**src/rtl/encoder_gen.sv**
```systemverilog
// encoder_gen: quadrature A/B pulse generator that walks a commanded number of phase steps
// at a programmable rate. Define ENCODER_GEN_ABORT_EN to add the cmd_abort input.
module encoder_gen #(
   parameter int DIV_W = 16,
   parameter int CNT_W = 16
) (
   input  logic             clk,
   input  logic             reset,
   input  logic             cmd_valid,
   output logic             cmd_ready,
   input  logic [CNT_W-1:0] cmd_steps,
   input  logic             cmd_dir,
   input  logic [DIV_W-1:0] cmd_period,
`ifdef ENCODER_GEN_ABORT_EN
   input  logic             cmd_abort,
`endif
   output logic             enc_a,
   output logic             enc_b,
   output logic             busy,
   output logic [CNT_W-1:0] steps_left,
   output logic             done
);

   typedef enum logic {S_IDLE = 1'b0, S_RUN = 1'b1} state_t;

   typedef struct packed {
      logic             dir;
      logic [DIV_W-1:0] period;
   } cmd_t;

   state_t           state, state_nxt;
   cmd_t             cmd_q;
   logic [DIV_W-1:0] cnt;
   logic [DIV_W-1:0] period_eff;
   logic             accept, zero_cmd, run_cmd;
   logic             abort_run, tick, step, last_step;

   assign period_eff = (cmd_period == '0) ? DIV_W'(1) : cmd_period;
   assign accept     = cmd_valid && cmd_ready;
   assign zero_cmd   = accept && (cmd_steps == '0);
   assign run_cmd    = accept && (cmd_steps != '0);

`ifdef ENCODER_GEN_ABORT_EN
   assign abort_run = cmd_abort && (state == S_RUN);
`else
   assign abort_run = 1'b0;
`endif

   // Abort suppresses the step even when it lands on the terminal count.
   assign tick      = (state == S_RUN) && (cnt == '0) && (steps_left != '0);
   assign step      = tick && !abort_run;
   assign last_step = step && (steps_left == CNT_W'(1));

   always_ff @(posedge clk) begin
      if (reset) state <= S_IDLE;
      else       state <= state_nxt;
   end

   always_comb begin
      state_nxt = state;
      case (state)
         S_IDLE:  if (run_cmd) state_nxt = S_RUN;
         S_RUN:   if (abort_run || last_step) state_nxt = S_IDLE;
         default: state_nxt = S_IDLE;
      endcase
   end

   always_comb begin
      cmd_ready = 1'b0;
      busy      = 1'b0;
      case (state)
         S_IDLE:  cmd_ready = !reset;
         S_RUN:   busy      = 1'b1;
         default: ;
      endcase
   end

   // Phase is held in A/B directly; forward rotates {A,B} <= {~B,A}, reverse {B,~A}.
   always_ff @(posedge clk) begin
      if (reset) begin
         cmd_q      <= '0;
         cnt        <= '0;
         steps_left <= '0;
         enc_a      <= 1'b0;
         enc_b      <= 1'b0;
         done       <= 1'b0;
      end else begin
         done <= zero_cmd || last_step || abort_run;
         if (run_cmd) begin
            cmd_q.dir    <= cmd_dir;
            cmd_q.period <= period_eff;
            cnt          <= period_eff - DIV_W'(1);
            steps_left   <= cmd_steps;
         end else if (step) begin
            cnt        <= cmd_q.period - DIV_W'(1);
            steps_left <= steps_left - CNT_W'(1);
            if (cmd_q.dir) begin
               enc_a <= ~enc_b;
               enc_b <= enc_a;
            end else begin
               enc_a <= enc_b;
               enc_b <= ~enc_a;
            end
         end else if ((state == S_RUN) && !abort_run) begin
            cnt <= cnt - DIV_W'(1);
         end
      end
   end

endmodule

```
**config.mk**
```make
export PLATFORM = sky130hd
export DESIGN_NAME = encoder_gen
export DESIGN_NICKNAME = d
export VERILOG_FILES = /design/src/rtl/encoder_gen.sv
export SDC_FILE = /design/constraint.sdc
export NUM_CORES = 1
export LEC_CHECK = 0
export ABC_AREA = 1
export ABC_CLOCK_PERIOD_IN_PS = 3000
export BUFFER_PORTS_ARGS = -buffer_cell sky130_fd_sc_hd__buf_4
export CELL_PAD_IN_SITES_DETAIL_PLACEMENT = 0
export CELL_PAD_IN_SITES_GLOBAL_PLACEMENT = 2
export CORE_MARGIN = 1.5
export CORE_UTILIZATION = 31
export CTS_CLUSTER_DIAMETER = 80
export CTS_CLUSTER_SIZE = 12
export DETAILED_ROUTE_END_ITERATION = 10
export GPL_TIMING_DRIVEN = 0
export HOLD_SLACK_MARGIN = 0.1
export PLACE_DENSITY = 0.84
export SLEW_MARGIN = 15
export SYNTH_ARGS = -nofsm -noshare
export SYNTH_HDL_FRONTEND = slang
export SYNTH_SLANG_ARGS = --single-unit
```
**constraint.sdc**
```tcl
create_clock -name clk -period 3 [get_ports clk]
set_input_delay 0.15 -clock clk [delete_from_list [all_inputs] [get_ports clk]]
set_output_delay 0.15 -clock clk [all_outputs]
set_load 0.005 [all_outputs]
```
[After elaboration in Yosys (flattened, before gate mapping)]
Index checks and enable logic that the tools add are counted.
W data, S select, Z words.
Storage, ports and cells
  latch bits: 0
  RAM bits: 0
  output and inout port bits: 21
  memory bits (read-only): 0
  input port bits: 36
  register bits after elaboration: 53
  logic and storage cells: 46
  memories kept: 0
Operators by class
  shifts and indexed selects: 0
  equal/unequal tests: 1
  bitwise operators: 4
  reductions and logical operators: 16
  divide/modulo/power cells: 0
  $mul: 0
  mux-type cells: 13
  order comparisons: 0
  add/subtract/negate cells: 4
Operators with widths (number)
  $mux W16: 6
  $sub A16 B1 Y16 const B: 4
  $logic_not A16 Y1: 3
  $reduce_bool A16 Y1: 2
  $eq A16 B1 Y1 const B: 1
  $logic_and A1 B1 Y1: 6
  $mux W1: 6
  $not A1 Y1: 4
  $reduce_bool A3 Y1: 1
  $pmux W1 S2: 1
  $reduce_and A2 Y1: 1
  $reduce_bool A2 Y1: 1
  $logic_not A1 Y1: 1
  $logic_or A1 B1 Y1: 1

[Logic depth before layout (Yosys ltp)]
  depth in word-level cells: 6
  gate-level depth with buffers: 20
  mapped depth without buffers: 20

[Worst setup path after synthesis]
Ideal clock, no wire load.
  path kind: flip-flop to flip-flop
  from: register steps_left[0]
  to: register cnt[10]
  data required time: 2.891 ns
  arrival time: 2.347 ns
  library setup time: 0.109 ns
  path buffers: 0
  clock period less this slack: 2.456 ns
  setup slack: 0.544 ns
  stages on the path, launching flop included: 20
  cells stage by stage: dfxtp_1 inv_1 ha_1 nand2_1 nor2_2 nand2_1 nand3_2 nand2_4 nor2_1 nor2_2 ha_1 inv_1 nor2_1 nand2_2 nor2_4 nand2_1 nand2_1 nand3_1 nand2_1 inv_1
On the way
  longest elaborated chain between the ends: 4
  elaborated cells on any way between the ends: 5
  classes of those cells: mux: 2; reduce/logical: 3
RTL lines
  start: declaration: RTL line 20  | output logic [CNT_W-1:0] steps_left,
  start signal: assignment: RTL line 93  | steps_left <= cmd_steps;
  start signal: assignment: RTL line 96  | steps_left <= steps_left - CNT_W'(1);
  $reduce_bool A16 Y1 (*): RTL line 50  | assign tick = (state == S_RUN) && (cnt == '0) && (steps_left != '0);
  $logic_and A1 B1 Y1 (*): RTL line 50
  $mux W16: RTL line 94  | end else if (step) begin
  $mux W16: RTL line 89  | if (run_cmd) begin
  end signal: assignment: RTL line 92  | cnt <= period_eff - DIV_W'(1);
  end signal: assignment: RTL line 95  | cnt <= cmd_q.period - DIV_W'(1);
  end signal: assignment: RTL line 105  | cnt <= cnt - DIV_W'(1);
  end: declaration: RTL line 33  | logic [DIV_W-1:0] cnt;
Mark *: on every way between the ends. The rest lies on a longest branch, timed or not.
A chain may end at the register's enable or synchronous reset.

[Worst setup path after layout]
  from: input port reset
  to: register cnt[10]
On the way
  longest elaborated chain between the ends: 5
  elaborated cells on any way between the ends: 6
  classes of those cells: mux: 2; reduce/logical: 4
RTL lines
  start: declaration: RTL line 8  | input logic reset,
  $logic_not A1 Y1: RTL line 72  | S_IDLE: cmd_ready = !reset;
  $mux W1: RTL line 71  | case (state)
  $logic_and A1 B1 Y1: RTL line 39  | assign accept = cmd_valid && cmd_ready;
  $logic_and A1 B1 Y1: RTL line 41  | assign run_cmd = accept && (cmd_steps != '0);
  $reduce_bool A3 Y1 (no line) or $mux W16 (tied branches)
Several ways; a longest one is shown, not always the timed one.

==> reports/metrics.csv <==
stage,metric,value,unit
synth,largest family of logic cells by synthesized area,simple AND/OR/NAND/NOR gates,
clock_network,clock sink total,53,
die,initial core utilization,0.323,
worst_setup_path,crit path cell chain,"dlygate4sd3_1, buf_6, nor3b_4, nand2_4, buf_6, nand2_1, o21ai_0, nor2_2, ha_1, inv_1, nor2_2, nand2_2, nor2_4, nand2_1, nand2_1, nand3_1, nand2_1, inv_1",
synth,post-synthesis xor/xnor area fraction,0.0313,
worst_setup_path,Worst path top cell family by delay,simple AND/OR/NAND/NOR gates,
worst_setup_path,"slowest stage delay, CP",0.55,ns
finish,P&R area growth vs syn,24.3,%
route,first drt pass iteration count,4,
synth,Synth Area in Compound Gates,0.145,
finish,multi-input logic area,2000,um2
power_and_ir_drop,power after layout,0.00189,W
worst_setup_path,cell mode on critical path,nand2_1,
route,DRC viols,0,
route,total routed wirelength,10600,um
synth,Adder-Cell Fraction of Synth Area,0.0112,
synth,post-synthesis simple-gate area fraction,0.398,
clock_network,TritonCTS clock tree,built,
worst_setup_path,Crit path buffers/inverters,5,
finish,number of fill cells,1141,
die,Die Span Y,107,um
clock_network,clock transition at the registers of the reported paths,0.11,ns
finish,layout cells sized above 1,0.228,
finish,sequential cell area,1060,um2
sta,Fin Setup TNS,0,ns
worst_setup_path,CP endpoint kind,flop,
route,via count,3391,
worst_setup_path,crit-path max FO,10,
die,Die X,107,um
synth,Mapped Nets,542,
global_routing,All-Layer GR Usage,0.197,
clock_network,Max clock buf depth,2,
synth,mux cell area share after synthesis,0,
worst_setup_path,Critical Path AT,2.96,ns
power_and_ir_drop,Max VDD drop,216,uV
finish,fin nets,616,
synth,synthesized flop and latch total,53,
placement,RePlAce Congestion,0.849,
synth,post-synthesis cell count,503,
sta,post-layout min period,2.73,ns
route,DRT antenna net count,0,
sta,RSZ-0062 raised after global routing,no,
placement,Detailed Place HPWL,8000,um
global_routing,vias in the first global route,3346,
sta,hold_ws,0.120,ns
clock_network,cts bufs inserted,5,
sta,Final Slew Violations,0,
sta,Setup Skew,0.0147,ns
global_routing,initial antenna violation count,0,
die,I/O Pins,57,
worst_setup_path,Crit Path Class,in2reg,
sta,Worst-Margin Slew,0.638,ns
finish,fin util,0.401,
synth,count of cell types in the netlist,38,
synth,average cell area after synthesis,6.68,um2
route,Vias/cell,4.75,
power_and_ir_drop,Static Leak,2.00,nW
global_routing,global-route wire length before repair,17500,um
hold_path,Min-Delay Path Class,in2reg,
sta,final cycle utilization of the critical path,0.911,
synth,mapped cell area,3360,um2
synth,post-synthesis sequential area ratio,0.316,
status,run status,"finished, final reports clean",
clock_network,H-tree Lvls,2,
worst_setup_path,crit start category,input pin,
placement,Buffers on Ports,55,
worst_setup_path,Critical-path top delay cell,dlygate4sd3_1,
run,# Max-Cap Violations,0,
placement,dpl ws,-0.00908,ns
die,Die ar.,11500,um2
clock_network,root buf cell,clkbuf_8,
sta,relative slew slack,0.574,
global_routing,largest net degree at the start of global routing,16,
finish,Inserted Diodes,0,
synth,Yosys Warn Count,0,
worst_setup_path,WP data required,3.22,ns
die,Rows,37,
clock_network,worst skew pair latency,0.32,ns
sta,slack of the critical path,0.267,ns
global_routing,GRT overflow,0,
die,Placeable Area,10400,um2
power_and_ir_drop,power per cell area,453,nW/um2
sta,fmax,0.366,GHz
route,DRT iter0 DRCs,146,
route,Routed WL per cell,14.8,um
sta,final number of hold-violating endpoints,0,
sta,endpoints failing setup,0,
metrics by stage:
step	instances	instance area (um2)
floorplan	503	3360
global placement	694	3940
detailed placement	694	3940
CTS	707	4100
global route	714	4180
finish	714	4180
cells in the final DEF, fill, tap and decap left out, types with 2 or more instances in the layout:
cell	n
nand2_1	95
nor2_1	76
buf_4	62
inv_1	53
dfxtp_1	53
nand3_1	43
a21oi_1	38
o21ai_0	29
nand2_2	16
xor2_1	10
clkbuf_1	9
nor2_4	7
nor2_2	7
nand3_2	7
clkbuf_8	7
buf_6	5
inv_2	5
nor3_1	5
dlygate4sd3_1	5
nand2_4	4
buf_2	4
o211ai_1	4
nand3_4	3
nand4_1	3
a22oi_1	3
a221oi_1	3
ha_1	3
o221ai_1	2
xnor2_1	2
a21boi_0	2
flip-flops by register name, indices dropped and copies added (netlist names):
name	count
cmd_q	17
done	1
enc_a	1
steps_left	16
cnt	16
enc_b	1
state	1
cells by family (layout without fill, tap and decap cells):
kind of cell	count (synthesis)	in the layout
flip-flops	53	53
adder cells (fa/ha/maj)	3	3
AO/OA/AOI/OAI	86	86
XOR/XNOR	12	12
buffers and inverters	77	152
AND/OR/NAND/NOR	272	272
Yosys cell counts:
cell type	n	area [um2]
and2_1	1	6.26
dfxtp_1	53	1060
o21ai_0	29	145
o21bai_1	1	7.51
a22oi_1	3	22.5
nor3b_4	1	18.8
buf_2	4	20.0
nor2_2	7	43.8
nor3_1	5	25.0
inv_2	5	18.8
nand2_4	5	56.3
and3_1	1	6.26
nor2_1	77	289
nand3_1	43	215
o221ai_1	2	17.5
inv_1	53	199
nor2_8	1	20.0
buf_6	5	56.3
nand3_4	2	35.0
a32o_1	1	10.0
nand3_2	8	80.1
a21boi_0	2	15.0
nand2_1	98	368
xnor2_1	2	17.5
a22o_1	1	8.76
nand2_2	13	81.3
clkbuf_1	9	33.8
o311ai_0	1	8.76
buf_1	1	3.75
a221oi_1	3	26.3
or2_2	1	6.26
nand4_1	3	18.8
nor2_4	6	67.6
ha_1	3	37.5
a21oi_1	38	190
a31oi_1	1	6.26
xor2_1	10	87.6
o211ai_1	4	30.0
final timing paths:
| kind | from | end | slack [ns] | cells past startpoint |
|---|---|---|---|---|
| worst max-delay path | reset | cnt[10] | 0.27 | 18 |
| worst min-delay path | cmd_steps[2] | steps_left[2] | 0.12 | 3 |
| worst max register to register | steps_left[0] | cnt[10] | 0.27 | 20 |
| worst min register to register | cmd_q[10] | cmd_q[10] | 0.47 | 2 |
metal layers:
metal | track usage | wire length, um | up-vias
li1 | - | - | 1768
met1 | 0.284 | 5190 | 1532
met2 | 0.313 | 4650 | 81
met3 | 0.0225 | 637 | 10
met4 | 0.0429 | 110 | 0
met5 | 0 | 0 | -
timing repair:
action,in CTS,in global routing
resized for setup,1,6
endpoints found under the setup margin,2,6
pin swaps,0,3
cloned,0,0
endpoints found under the hold margin,8,0
setup buffers,0,7
hold buffers,5,0
report_power, final:
group	internal (W)	switching, W
logic	0.000241	0.000381
clock network	0.000210	0.000260
registers	0.000755	0.0000471
layout make-up:
| class | count | area share |
|---|---|---|
| flip-flops and latches | 53 | 0.254 |
| inverters | 58 | 0.0521 |
| multi-input cells | 373 | 0.478 |
| well taps | 136 | 0.0407 |
| repair buffers | 67 | 0.123 |
| clock buffers | 7 | 0.0231 |
| plain buffers | 19 | 0.0272 |
| clock inverters | 1 | 0.00120 |
worst register-to-register path: stages, from the launching register on:
cell     delay (ns)
dfxtp_1        0.40
inv_1          0.10
ha_1           0.24
nand2_2        0.13
nor2_4         0.07
nand2_2        0.12
nand3_4        0.17
buf_4          0.20
nand3_1        0.06
nand3_1        0.12
inv_1          0.08
ha_1           0.14
inv_1          0.06
nor2_2         0.17
nand2_2        0.12
nor2_4         0.17
nand2_1        0.07
nand2_1        0.06
nand3_1        0.06
nand2_1        0.07
inv_1          0.03
Power figures use the tool's default switching activity.
